## config.mk

```make
export PLATFORM = sky130hd
export DESIGN_NAME = mesi_snoop_bus
export DESIGN_NICKNAME = d
export VERILOG_FILES = /design/src/rtl/mesi_pkg.sv /design/src/rtl/mesi_rr_arbiter.sv /design/src/rtl/mesi_snoop_bus.sv
export SDC_FILE = /design/constraint.sdc
export NUM_CORES = 1
export LEC_CHECK = 0
export CORE_MARGIN = 2
export CORE_UTILIZATION = 49
export CTS_BUF_LIST = sky130_fd_sc_hd__clkbuf_8 sky130_fd_sc_hd__clkbuf_16
export CTS_CLUSTER_SIZE = 25
export DETAILED_ROUTE_END_ITERATION = 6
export PLACE_DENSITY = 0.86
export SETUP_SLACK_MARGIN = 0.05
export SYNTH_ARGS = -nofsm -noshare
export SYNTH_HDL_FRONTEND = slang
export SYNTH_SLANG_ARGS = --single-unit
```

## constraint.sdc

```tcl
create_clock -name clk -period 3.52 [get_ports clk]
set_input_delay 0.88 -clock clk [delete_from_list [all_inputs] [get_ports clk]]
set_output_delay 0.88 -clock clk [all_outputs]
set_load 0.01 [all_outputs]
```

## src/rtl/mesi_pkg.sv

```systemverilog
// mesi_pkg: bus packet layout, transaction ids and FSM states shared by the snoop bus
// Packet layout (MSB..LSB): {pid[1:0], tid[2:0], tag[1:0], idx[1:0], data[Cache_Block_Size-1:0]}
package mesi_pkg;
  localparam int Cache_Block_Size = 8;
  localparam int MEM_DEPTH = 16;
  localparam int PID_W = 2;
  localparam int TID_W = 3;
  localparam int TAG_W = 2;
  localparam int IDX_W = 2;
  localparam int ADDR_W = TAG_W + IDX_W;
  localparam int BUS_W = 9 + Cache_Block_Size;
  localparam int DATA_LSB = 0;
  localparam int IDX_LSB = Cache_Block_Size;
  localparam int TAG_LSB = IDX_LSB + IDX_W;
  localparam int TID_LSB = TAG_LSB + TAG_W;
  localparam int PID_LSB = TID_LSB + TID_W;
  typedef enum logic [TID_W-1:0] {
    NOOP     = 3'd0,
    BUSRD    = 3'd1,
    BUSRDX   = 3'd2,
    BUSUPGR  = 3'd3,
    FLUSH    = 3'd4,
    FLUSHOPT = 3'd5,
    MEMDATA  = 3'd6,
    SHARED   = 3'd7
  } bus_tid_e;
  typedef enum logic [1:0] {SB_IDLE, SB_BCAST, SB_SNOOP, SB_RESP} sb_state_e;
  function automatic logic [BUS_W-1:0] pack_pkt(input logic [PID_W-1:0] pid, input bus_tid_e tid,
                                                input logic [ADDR_W-1:0] addr,
                                                input logic [Cache_Block_Size-1:0] data);
    return {pid, tid, addr, data};
  endfunction
endpackage

```

## src/rtl/mesi_rr_arbiter.sv

```systemverilog
// mesi_rr_arbiter: N-way round-robin arbiter, first request at or after the pointer wins
// Ports: req (request vector), accept (winner taken this cycle, advances pointer),
//        gnt (one-hot winner), idx (winner index)
module mesi_rr_arbiter #(
  parameter int N = 4,
  localparam int W = $clog2(N)
) (
  input  logic         clk,
  input  logic         resetn,
  input  logic [N-1:0] req,
  input  logic         accept,
  output logic [N-1:0] gnt,
  output logic [W-1:0] idx
);
  logic [W-1:0] ptr, j;
  logic found;
  always_comb begin
    gnt = '0;
    idx = '0;
    j = '0;
    found = 1'b0;
    for (int k = 0; k < N; k++) begin
      j = W'((int'(ptr) + k) % N);
      if (!found && req[j]) begin
        found = 1'b1;
        idx = j;
        gnt[j] = 1'b1;
      end
    end
  end
  always_ff @(posedge clk or negedge resetn) begin
    if (!resetn) ptr <= '0;
    else if (accept) ptr <= (idx == W'(N - 1)) ? '0 : idx + 1'b1;
  end
endmodule

```

## src/rtl/mesi_snoop_bus.sv

```systemverilog
// mesi_snoop_bus: round-robin snooping interconnect with backing memory for MESI cores
// Ports: req_flag/req_bus/req_gnt (core requests and one-cycle grant), bcast_flag/bcast_bus
//        (granted packet to all cores), snp_flag/snp_bus (snoop replies), rsp_flag/rsp_bus/rsp_shared
//        (response to requester; rsp_shared selects S over E on install)
module mesi_snoop_bus
  import mesi_pkg::*;
#(
  parameter int N_CORES = 4,
  parameter int SNOOP_WIN = 2
) (
  input  logic                            clk,
  input  logic                            resetn,
  input  logic [N_CORES-1:0]              req_flag,
  input  logic [N_CORES-1:0][BUS_W-1:0]   req_bus,
  output logic [N_CORES-1:0]              req_gnt,
  output logic                            bcast_flag,
  output logic [BUS_W-1:0]                bcast_bus,
  input  logic [N_CORES-1:0]              snp_flag,
  input  logic [N_CORES-1:0][BUS_W-1:0]   snp_bus,
  output logic                            rsp_flag,
  output logic [BUS_W-1:0]                rsp_bus,
  output logic                            rsp_shared
);
  localparam int NW = $clog2(N_CORES);
  localparam int CW = $clog2(SNOOP_WIN + 1);
  sb_state_e state, state_nx;
  bus_tid_e req_tid, rsp_tid;
  logic [BUS_W-1:0] pkt;
  logic [NW-1:0] req_id, win;
  logic [N_CORES-1:0] arb_gnt;
  logic [CW-1:0] cnt;
  logic [ADDR_W-1:0] addr;
  logic accept, last_snoop, fl_valid, shared_seen, hit, hit_flush, hit_shared, unused_snp;
  logic [Cache_Block_Size-1:0] fl_data, hit_data, rd_data, rsp_data;
  logic [Cache_Block_Size-1:0] mem [MEM_DEPTH];
  assign req_tid = bus_tid_e'(pkt[TID_LSB +: TID_W]);
  assign addr = pkt[IDX_LSB +: ADDR_W];
  // grant is combinational so a core sees it in the cycle its request is taken; gated off during reset
  assign accept = resetn && state == SB_IDLE && |req_flag;
  assign last_snoop = cnt == CW'(SNOOP_WIN - 1);
  // reply address/pid fields are informational; the request address is authoritative
  assign unused_snp = ^snp_bus;
  mesi_rr_arbiter #(.N(N_CORES)) u_arb (
    .clk(clk),
    .resetn(resetn),
    .req(req_flag),
    .accept(accept),
    .gnt(arb_gnt),
    .idx(win)
  );
  assign req_gnt = accept ? arb_gnt : '0;
  // lowest-index data reply wins within a cycle; the requester's own reply is ignored
  always_comb begin
    hit = 1'b0;
    hit_flush = 1'b0;
    hit_shared = 1'b0;
    hit_data = '0;
    for (int i = 0; i < N_CORES; i++) begin
      if (state == SB_SNOOP && snp_flag[i] && NW'(i) != req_id) begin
        if (snp_bus[i][TID_LSB +: TID_W] == FLUSH || snp_bus[i][TID_LSB +: TID_W] == FLUSHOPT) begin
          if (!hit) begin
            hit = 1'b1;
            hit_flush = snp_bus[i][TID_LSB +: TID_W] == FLUSH;
            hit_data = snp_bus[i][DATA_LSB +: Cache_Block_Size];
          end
          hit_shared = 1'b1;
        end else if (snp_bus[i][TID_LSB +: TID_W] == SHARED) begin
          hit_shared = 1'b1;
        end
      end
    end
  end
  always_comb begin
    state_nx = state;
    case (state)
      SB_IDLE:  state_nx = accept ? SB_BCAST : SB_IDLE;
      SB_BCAST: state_nx = SB_SNOOP;
      SB_SNOOP: state_nx = last_snoop ? SB_RESP : SB_SNOOP;
      default:  state_nx = SB_IDLE;
    endcase
  end
  always_ff @(posedge clk or negedge resetn) begin
    if (!resetn) begin
      state <= SB_IDLE;
      pkt <= '0;
      req_id <= '0;
      cnt <= '0;
      fl_valid <= 1'b0;
      fl_data <= '0;
      shared_seen <= 1'b0;
    end else begin
      state <= state_nx;
      if (accept) begin
        pkt <= req_bus[win];
        req_id <= win;
        cnt <= '0;
        fl_valid <= 1'b0;
        shared_seen <= 1'b0;
      end
      if (state == SB_SNOOP) begin
        cnt <= cnt + 1'b1;
        if (hit && !fl_valid) begin
          fl_valid <= 1'b1;
          fl_data <= hit_data;
        end
        if (hit_shared) shared_seen <= 1'b1;
      end
    end
  end
  // eviction writeback lands in the first snoop cycle; a flushing sharer's data overrides it
  always_ff @(posedge clk or negedge resetn) begin
    if (!resetn) begin
      for (int a = 0; a < MEM_DEPTH; a++) mem[a] <= '1;
    end else if (state == SB_SNOOP) begin
      if (hit_flush) mem[addr] <= hit_data;
      else if (cnt == '0 && req_tid == FLUSH) mem[addr] <= pkt[DATA_LSB +: Cache_Block_Size];
    end
  end
  assign rd_data = fl_valid ? fl_data : mem[addr];
  always_comb begin
    rsp_tid = NOOP;
    rsp_data = '0;
    case (req_tid)
      BUSRD, BUSRDX: begin
        rsp_tid = MEMDATA;
        rsp_data = rd_data;
      end
      BUSUPGR: rsp_tid = BUSUPGR;
      FLUSH:   rsp_tid = FLUSH;
      default: rsp_tid = NOOP;
    endcase
  end
  assign bcast_flag = state == SB_BCAST;
  assign bcast_bus = bcast_flag ? pkt : '0;
  assign rsp_flag = state == SB_RESP;
  assign rsp_bus = rsp_flag ? pack_pkt(PID_W'(req_id), rsp_tid, addr, rsp_data) : '0;
  assign rsp_shared = rsp_flag && req_tid == BUSRD && shared_seen;
endmodule

```

==> results of run 1 <==
## sequential cells by signal, summed over array words and instances, names as in the netlist
signal and count:
cnt 2, pkt 17, fl_valid 1, mem 128, shared_seen 1, req_id 2
fl_data 8, u_arb.ptr 2, state 2
## cell usage after synthesis, drive strengths merged (3+ instances only)
| library cell | count |
|---|---|
| ha | 16 |
| clkbuf | 42 |
| nand2 | 59 |
| and3 | 3 |
| mux2i | 45 |
| a31oi | 23 |
| o2bb2ai | 7 |
| dfrtp | 35 |
| and2 | 26 |
| or2 | 4 |
| o221ai | 8 |
| dfstp | 128 |
| a21oi | 31 |
| nor3 | 13 |
| nand2b | 7 |
| a32oi | 17 |
| mux2 | 104 |
| a221o | 23 |
| inv | 48 |
| nand4 | 6 |
| a221oi | 34 |
| o21ai | 43 |
| nor4 | 9 |
| buf | 37 |
| nand3 | 59 |
| nor2b | 14 |
| nor2 | 30 |
| mux4 | 42 |
## worst max-delay path, delay by kind of cell, from the launching register on
family	cells	cell delay, ps
simple gates	1	60
flops	1	400
buf+inv	4	580
mux	3	1220
## cell families after synthesis
kind of cell	Yosys count	synth area share
flops	163	0.400
compound gates	203	0.165
xor+xnor	2	0.00165
fa+ha+maj	16	0.0189
mux	191	0.246
simple gates	239	0.117
buf+inv	127	0.0512
## worst min-delay path by stage
stage	end	slack, ps	startpoint
floorplan	mem[110]	440	mem[110]
global placement	mem[126]	450	mem[126]
detailed placement	mem[102]	450	mem[102]
CTS	mem[62]	470	mem[62]
global route	mem[62]	480	mem[62]
finish	mem[62]	470	mem[62]
## power breakdown
part	switching [W]	internal (W)	total, W
Clock	0.000877	0.00101	0.00189
Combinational	0.00342	0.00291	0.00634
Sequential	0.000669	0.00290	0.00357
## repair_timing
| action | CTS | global route |
|---|---|---|
| setup endpoints to repair | 12 | 11 |
| buffers inserted | 8 | 4 |
| resized for setup | 58 | 9 |
| gates cloned | 3 | 0 |
| hold buffers | 0 | 0 |
| pin swaps | 0 | 3 |
## routing by layer
layer / global-route usage / wire length, um / up-vias
li1: - / - / 3947
met1: 0.353 / 12300 / 4554
met2: 0.510 / 16800 / 660
met3: 0.0642 / 3310 / 184
met4: 0.197 / 2630 / 0
met5: 0 / 0 / -
## per-stage QoR
stage / hold slack [ps] / worst slack (ps) / instance area [sq um]
floorplan: 442 / 68.2 / 10600
global placement: 449 / -427 / 13000
detailed placement: 454 / -429 / 13000
CTS: 466 / 21.1 / 13700
global route: 481 / -111 / 13700
finish: 469 / -54.8 / 13700
## final cells by class
type | instances | area [sq um] | area share
clock buffers | 17 | 425 | 0.0310
clock inverters | 15 | 166 | 0.0121
inverters | 48 | 180 | 0.0131
multi-input cells | 651 | 5860 | 0.427
flip-flops and latches | 163 | 4240 | 0.309
well taps | 275 | 344 | 0.0251
repair buffers | 253 | 2510 | 0.183
==> impl_metrics.json, run 1 <==
{
  "first_pass_iters": 7,
  "tritoncts": "built",
  "fillerInstances": 1397,
  "setup_viol": 2,
  "grt_max_degree": 164,
  "die_w_um": 151,
  "first_global_vias": 9320,
  "gr-total-overflow": 0,
  "wl_per_cell_um": 24.6,
  "r2r-end": "mem[78]",
  "maxSlewViolCount": 0,
  "clock-root-buffer": "clkbuf_16",
  "worstPathRequired_ps": 2640,
  "status": "finished with violations",
  "synth_top_area_frac": 0.317,
  "layout_commonest_cell": "clkdlybuf4s50_1",
  "fin_setup_tns_ps": -60.6,
  "path_class": "register to output port",
  "dp.cells": 1375,
  "vdd_ir_drop_max_uv": 486,
  "antenna_found_initial": 0,
  "ant_nets": 0,
  "synthTopCellsByArea": "dfstp_2, mux2_2, mux4_2",
  "clockBufferDepth": 2,
  "cp_slowest_stage_delay_ps": 540,
  "n_antenna_cell": 0,
  "vias": 9345,
  "worstMarginPinSlew_ps": 1020,
  "arrival_ps": 2690,
  "rows": 53,
  "cp-endpoint": "rsp_bus[7]",
  "fin_skew_ps": 11.7,
  "violations": "setup timing",
  "worstSetupStartpoint": "pkt[8]",
  "hpwl_um": 21100,
  "cp_slowest_cell": "mux4_2",
  "die_y_um": 151,
  "post-route-util": 0.649,
  "drc": 0,
  "maxCapViolations": 0,
  "path_common_cell": "mux4_2",
  "p_leak_nw": 5.12,
  "cts_buffers": 17,
  "yosys.area.top_type": "dfstp_2",
  "fin_total_pwr_w": 0.0118,
  "reg2reg_from": "state[0]",
  "ys_warn_count": 0,
  "crit_fanout": 6,
  "die-area_sq_um": 22800,
  "nets": 1296,
  "yosysSeqAreaShare": 0.400,
  "drt_iter0_markers": 1111,
  "avgSynthCellArea_sq_um": 11.3,
  "clock.fmax_ghz": 0.280,
  "grt_pass1_wl_um": 52900,
  "area_growth_pct": 29.4,
  "drive_gt1_frac": 0.404,
  "r2r_cells": 9,
  "synth_ff_type": "dfstp_2",
  "worst_slack_ps": -54.8,
  "wl_um": 35000,
  "period_minus_slack_ps": 3570,
  "via_per_inst": 6.57,
  "synth_seq_cells": 163,
  "path_clk_slew_ps": 70,
  "worst_setup_path_end_kind": "output port",
  "htree_num_levels": 4,
  "start_util": 0.502,
  "hold_violations": 0,
  "cts_sinks": 163,
  "startpoint_type": "register",
  "hold_depth": 2,
  "core_sq_um": 21200,
  "ys_types": 66,
  "rsz0062_at_grt": "true",
  "reg2reg_slack_ps": 240,
  "io_buffers": 162,
  "io_pins": 187,
  "finalNonFillerCells": 1422,
  "clk_latency_ps": 440,
  "final_cell_mix": "clkdlybuf4s50_1, dfstp_2, mux2_2",
  "ys_async_sr_fraction": 1.00,
  "grt_usage": 0.304,
  "synth-edff-count": 0,
  "synthCells": 941,
  "path_cells": "buf_6, buf_12, buf_4, mux4_2, mux4_2, mux2i_1, nor2_1, buf_2",
  "hp-class": "register to register",
  "gp_congestion": 0.876,
  "slew_headroom": 0.322,
  "fin_crit_sh": 1.02,
  "power-per-cell-area_nw_per_um2": 859,
  "syn_area_sq_um": 10600,
  "syn_nets": 1103
}
No activity file was read; power rests on OpenSTA's default activity.
==> inputs of run 2 (changes only) <==
--- a/config.mk
+++ b/config.mk
@@ -6,12 +6,11 @@
 export NUM_CORES = 1
 export LEC_CHECK = 0
 export CORE_MARGIN = 2
-export CORE_UTILIZATION = 49
+export CORE_UTILIZATION = 34
 export CTS_BUF_LIST = sky130_fd_sc_hd__clkbuf_8 sky130_fd_sc_hd__clkbuf_16
 export CTS_CLUSTER_SIZE = 25
 export DETAILED_ROUTE_END_ITERATION = 6
-export PLACE_DENSITY = 0.86
-export SETUP_SLACK_MARGIN = 0.05
+export PLACE_DENSITY = 0.66
 export SYNTH_ARGS = -nofsm -noshare
 export SYNTH_HDL_FRONTEND = slang
 export SYNTH_SLANG_ARGS = --single-unit
==> impl_metrics.json, run 2 (synthesis gave the netlist of run 1 again) <==
{
  "status": "complete, no violations",
  "cts_sinks": 163,
  "p_leak_nw": 5.13,
  "arrival_ps": 2630,
  "first_pass_iters": 5,
  "clock.fmax_ghz": 0.285,
  "p_seq_frac": 0.298,
  "final_cell_mix": "clkdlybuf4s50_1, dfstp_2, mux2_2",
  "die_y_um": 181,
  "fin_crit_sh": 0.996,
  "hpwl_um": 21700,
  "wl_um": 30200,
  "fin_total_pwr_w": 0.0113,
  "tritoncts": "built",
  "gr-total-overflow": 0,
  "grt_usage": 0.186,
  "internal-power_w": 0.00675,
  "slew_headroom": 0.356,
  "worst_slack_ps": 12.8,
  "p_clk_frac": 0.161,
  "largestRegisters": "mem: 128 flops, pkt: 17 flops, fl_data: 8 flops",
  "die-area_sq_um": 32600,
  "period_minus_slack_ps": 3510,
  "regMostFlops": "mem",
  "vdd_ir_drop_max_uv": 416,
  "htree_num_levels": 4,
  "grt_pass1_wl_um": 48700,
  "die_w_um": 181,
  "maxSlewViolCount": 0,
  "finalNonFillerCells": 1544,
  "worstMarginPinSlew_ps": 963,
  "pwr-share-comb": 0.541,
  "path_class": "register to output port",
  "nets": 1297,
  "worst_setup_path_end_kind": "output port",
  "hold_violations": 0,
  "worstPathRequired_ps": 2640,
  "largest_register_ff_count": 128,
  "n_antenna_cell": 0,
  "maxCapViolations": 0,
  "clk_latency_ps": 430,
  "fin_skew_ps": 9.84,
  "gp_congestion": 0.839,
  "clockBufferDepth": 2,
  "cts_buffers": 17,
  "startpoint_type": "register",
  "via_per_inst": 5.56,
  "first_global_vias": 8648,
  "final_area_sq_um": 14000,
  "io_pins": 187,
  "setup_viol": 0,
  "rows": 64,
  "antenna_found_initial": 0,
  "grt_max_degree": 164,
  "p_switching_w": 0.00454,
  "fillerInstances": 2735,
  "layout_commonest_cell": "clkdlybuf4s50_1",
  "area_growth_pct": 32.0,
  "drc": 0,
  "fin_hold_ws_ps": 463,
  "drive_gt1_frac": 0.409,
  "drt_iter0_markers": 776,
  "wl_per_cell_um": 19.6,
  "start_util": 0.346,
  "clock-root-buffer": "clkbuf_16",
  "io_buffers": 162,
  "placed_area_sq_um": 13300,
  "power-per-cell-area_nw_per_um2": 806,
  "dp_slack_ps": -466,
  "path_clk_slew_ps": 60,
  "crit_fanout": 6,
  "ant_nets": 0,
  "vias": 8588,
  "core_sq_um": 30700,
  "hp-class": "register to register",
  "holdBufCountCts": 0,
  "switching_share": 0.402,
  "dp.cells": 1506,
  "rsz0062_at_grt": "true"
}
run 2: cell type report:
cell class / count / area, sq um / area share
well taps: 396 / 495 / 0.0354
clock buffers: 18 / 439 / 0.0314
repair buffers: 254 / 2620 / 0.187
multi-input cells: 651 / 5880 / 0.420
inverters: 48 / 180 / 0.0129
flip-flops and latches: 163 / 4240 / 0.303
clock inverters: 14 / 140 / 0.0100
run 2: power by group through the flow:
stage	sequential, W	clock, W	combinational, W
floorplan	0.00315	0	0.00393
global placement	0.00335	0	0.00572
detailed placement	0.00339	0	0.00582
CTS	0.00337	0.00186	0.00604
global route	0.00347	0.00195	0.00659
finish	0.00337	0.00182	0.00610
run 2: through the flow:
stage	TNS (ps)	util
after global placement	-1820	0.434
after CTS	0	0.456
after detailed placement	-2080	0.434
after floorplan	0	-
final	0	0.457
after global routing	-225	0.457
run 2: layer usage:
metal / up-vias / routed length, um / track usage
li1: 3950 / - / -
met4: 0 / 869 / 0.0635
met3: 49 / 1070 / 0.0200
met2: 244 / 15300 / 0.319
met1: 4345 / 13000 / 0.242
met5: - / 0 / 0
run 2: timing repair:
item / in CTS / in global routing
cloned: 2 / 1
buffers inserted: 3 / 1
pin swaps: 0 / 5
setup endpoints to repair: 12 / 11
gates resized for setup: 56 / 10
run 2: critical path, stage by stage (launching register included):
cell and delay, ps:
dfrtp_2 390, buf_6 140, buf_12 140, buf_12 120
mux4_2 480, mux4_2 480, mux2i_2 220, nor2_1 70
buf_2 150
run 2: path summary, 6_finish.rpt:
| path | startpoint | end | slack, ps | depth (start not counted) |
|---|---|---|---|---|
| min in group asynchronous | resetn | pkt[9] | 610 | 2 |
| worst min-delay path | mem[102] | mem[102] | 460 | 2 |
| worst min register to register | mem[102] | mem[102] | 460 | 2 |
| worst max register to register | u_arb.ptr[0] | pkt[13] | 500 | 7 |
| max in group asynchronous | resetn | shared_seen | 2240 | 2 |
| worst max-delay path | pkt[8] | rsp_bus[3] | 10 | 8 |
==> inputs of run 3 (changes only) <==
--- a/config.mk
+++ b/config.mk
@@ -5,7 +5,7 @@
 export SDC_FILE = /design/constraint.sdc
 export NUM_CORES = 1
 export LEC_CHECK = 0
-export CORE_MARGIN = 2
+export CORE_MARGIN = 1.5
 export CORE_UTILIZATION = 34
 export CTS_BUF_LIST = sky130_fd_sc_hd__clkbuf_8 sky130_fd_sc_hd__clkbuf_16
 export CTS_CLUSTER_SIZE = 25
==> impl_metrics.json, run 3 (synthesis gave the netlist of run 1 again) <==
{
  "vdd_ir_drop_max_uv": 408,
  "maxSlewViolCount": 0,
  "vias": 8504,
  "tritoncts": "built",
  "drc": 0,
  "power-per-cell-area_nw_per_um2": 798,
  "p_clk_frac": 0.155,
  "path_clk_slew_ps": 60,
  "p_leak_nw": 5.10,
  "finalNonFillerCells": 1543,
  "slew_headroom": 0.372,
  "dp_slack_ps": -453,
  "startpoint_type": "register",
  "first_pass_iters": 6,
  "ant_nets": 0,
  "clockBufferDepth": 2,
  "gr-total-overflow": 0,
  "n_antenna_cell": 0,
  "nets": 1296,
  "grt_pass1_wl_um": 47500,
  "reg2reg_from": "state[0]",
  "worst_slack_ps": 98.8,
  "core_sq_um": 30700,
  "worstPathRequired_ps": 2640,
  "area_growth_pct": 31.2,
  "rsz0062_at_grt": "true",
  "crit_fanout": 7,
  "placed_area_sq_um": 13400,
  "gp_congestion": 0.803,
  "drive_gt1_frac": 0.403,
  "holdBufCountCts": 0,
  "layout_commonest_cell": "clkdlybuf4s50_1",
  "grt_usage": 0.182,
  "io_pins": 187,
  "die-area_sq_um": 32300,
  "die_w_um": 180,
  "rows": 64,
  "pwr-share-comb": 0.540,
  "hp-class": "register to register",
  "hpwl_um": 21700,
  "final_area_sq_um": 13900,
  "regMostFlops": "mem",
  "path_class": "register to output port",
  "largestRegisters": "mem: 128 flops, pkt: 17 flops, fl_data: 8 flops",
  "dp.cells": 1505,
  "clk_latency_ps": 430,
  "first_global_vias": 8628,
  "hold_violations": 0,
  "fin_skew_ps": 12.7,
  "drt_iter0_markers": 518,
  "p_seq_frac": 0.305,
  "final_cell_mix": "clkdlybuf4s50_1, dfstp_2, mux2_2",
  "htree_num_levels": 4,
  "clock.fmax_ghz": 0.292,
  "wl_per_cell_um": 19.1,
  "p_switching_w": 0.00442,
  "internal-power_w": 0.00668,
  "arrival_ps": 2540,
  "start_util": 0.346,
  "worstSetupStartpoint": "pkt[8]",
  "cts_buffers": 17,
  "die_y_um": 180,
  "largest_register_ff_count": 128,
  "setup_viol": 0,
  "maxCapViolations": 0,
  "io_buffers": 162,
  "via_per_inst": 5.51,
  "fin_total_pwr_w": 0.0111,
  "clock-root-buffer": "clkbuf_16",
  "fin_crit_sh": 0.972,
  "grt_max_degree": 164,
  "status": "complete, no violations",
  "antenna_found_initial": 0,
  "worstMarginPinSlew_ps": 939,
  "switching_share": 0.398,
  "hold_start": "mem[30]",
  "period_minus_slack_ps": 3420,
  "post-route-util": 0.454,
  "cts_sinks": 163,
  "wl_um": 29400,
  "worst_setup_path_end_kind": "output port"
}
run 3: power by group through the flow:
stage	registers [W]	clock network [W]	logic [W]
CTS	0.00338	0.00175	0.00601
floorplan	0.00315	0	0.00393
detailed placement	0.00341	0	0.00588
finish	0.00338	0.00172	0.00600
global placement	0.00336	0	0.00579
global route	0.00349	0.00184	0.00650
run 3: worst max-delay path: stages, from the launching register on:
cell,delay (ps)
dfrtp_2,440
buf_12,160
buf_4,150
mux4_2,510
mux4_2,490
mux2i_1,140
nor2_1,70
buf_2,160
run 3: timing repair:
item,CTS,global route
buffers inserted,4,3
gates cloned,1,0
pin swaps,0,2
setup endpoints to repair,12,11
endpoints found under the hold margin,0,0
gates resized for setup,37,13
run 3: through the flow:
step	hold slack, ps	setup TNS [ps]
2_1_floorplan	442	0
3_3_place_gp	451	-1640
3_5_place_dp	455	-2240
4_1_cts	466	0
5_1_grt	480	-16.0
6_report	463	0
run 3: final timing paths:
path / endpoint / slack, ps / depth (start not counted)
worst max register to register: mem[5] / 500 / 9
worst max-delay path: rsp_bus[6] / 100 / 7
min in group asynchronous: u_arb.ptr[1] / 580 / 2
worst min-delay path: mem[30] / 460 / 2
max in group asynchronous: pkt[12] / 2260 / 2
worst min register to register: mem[30] / 460 / 2
run 3: layer usage:
metal	routed length (um)	share of wire	global-route usage
met2	13900	0.47	0.294
met3	1140	0.039	0.0282
met1	13000	0.44	0.237
met5	0	0	0
met4	1310	0.044	0.0943
run 3: cell type report:
type | instances | area, sq um
inverter | 48 | 180
multi-input combinational | 651 | 5870
tap | 396 | 495
fill | 2737 | 16800
timing repair buffer | 253 | 2590
clock buffer | 17 | 425
clock inverter | 15 | 119
sequential | 163 | 4240
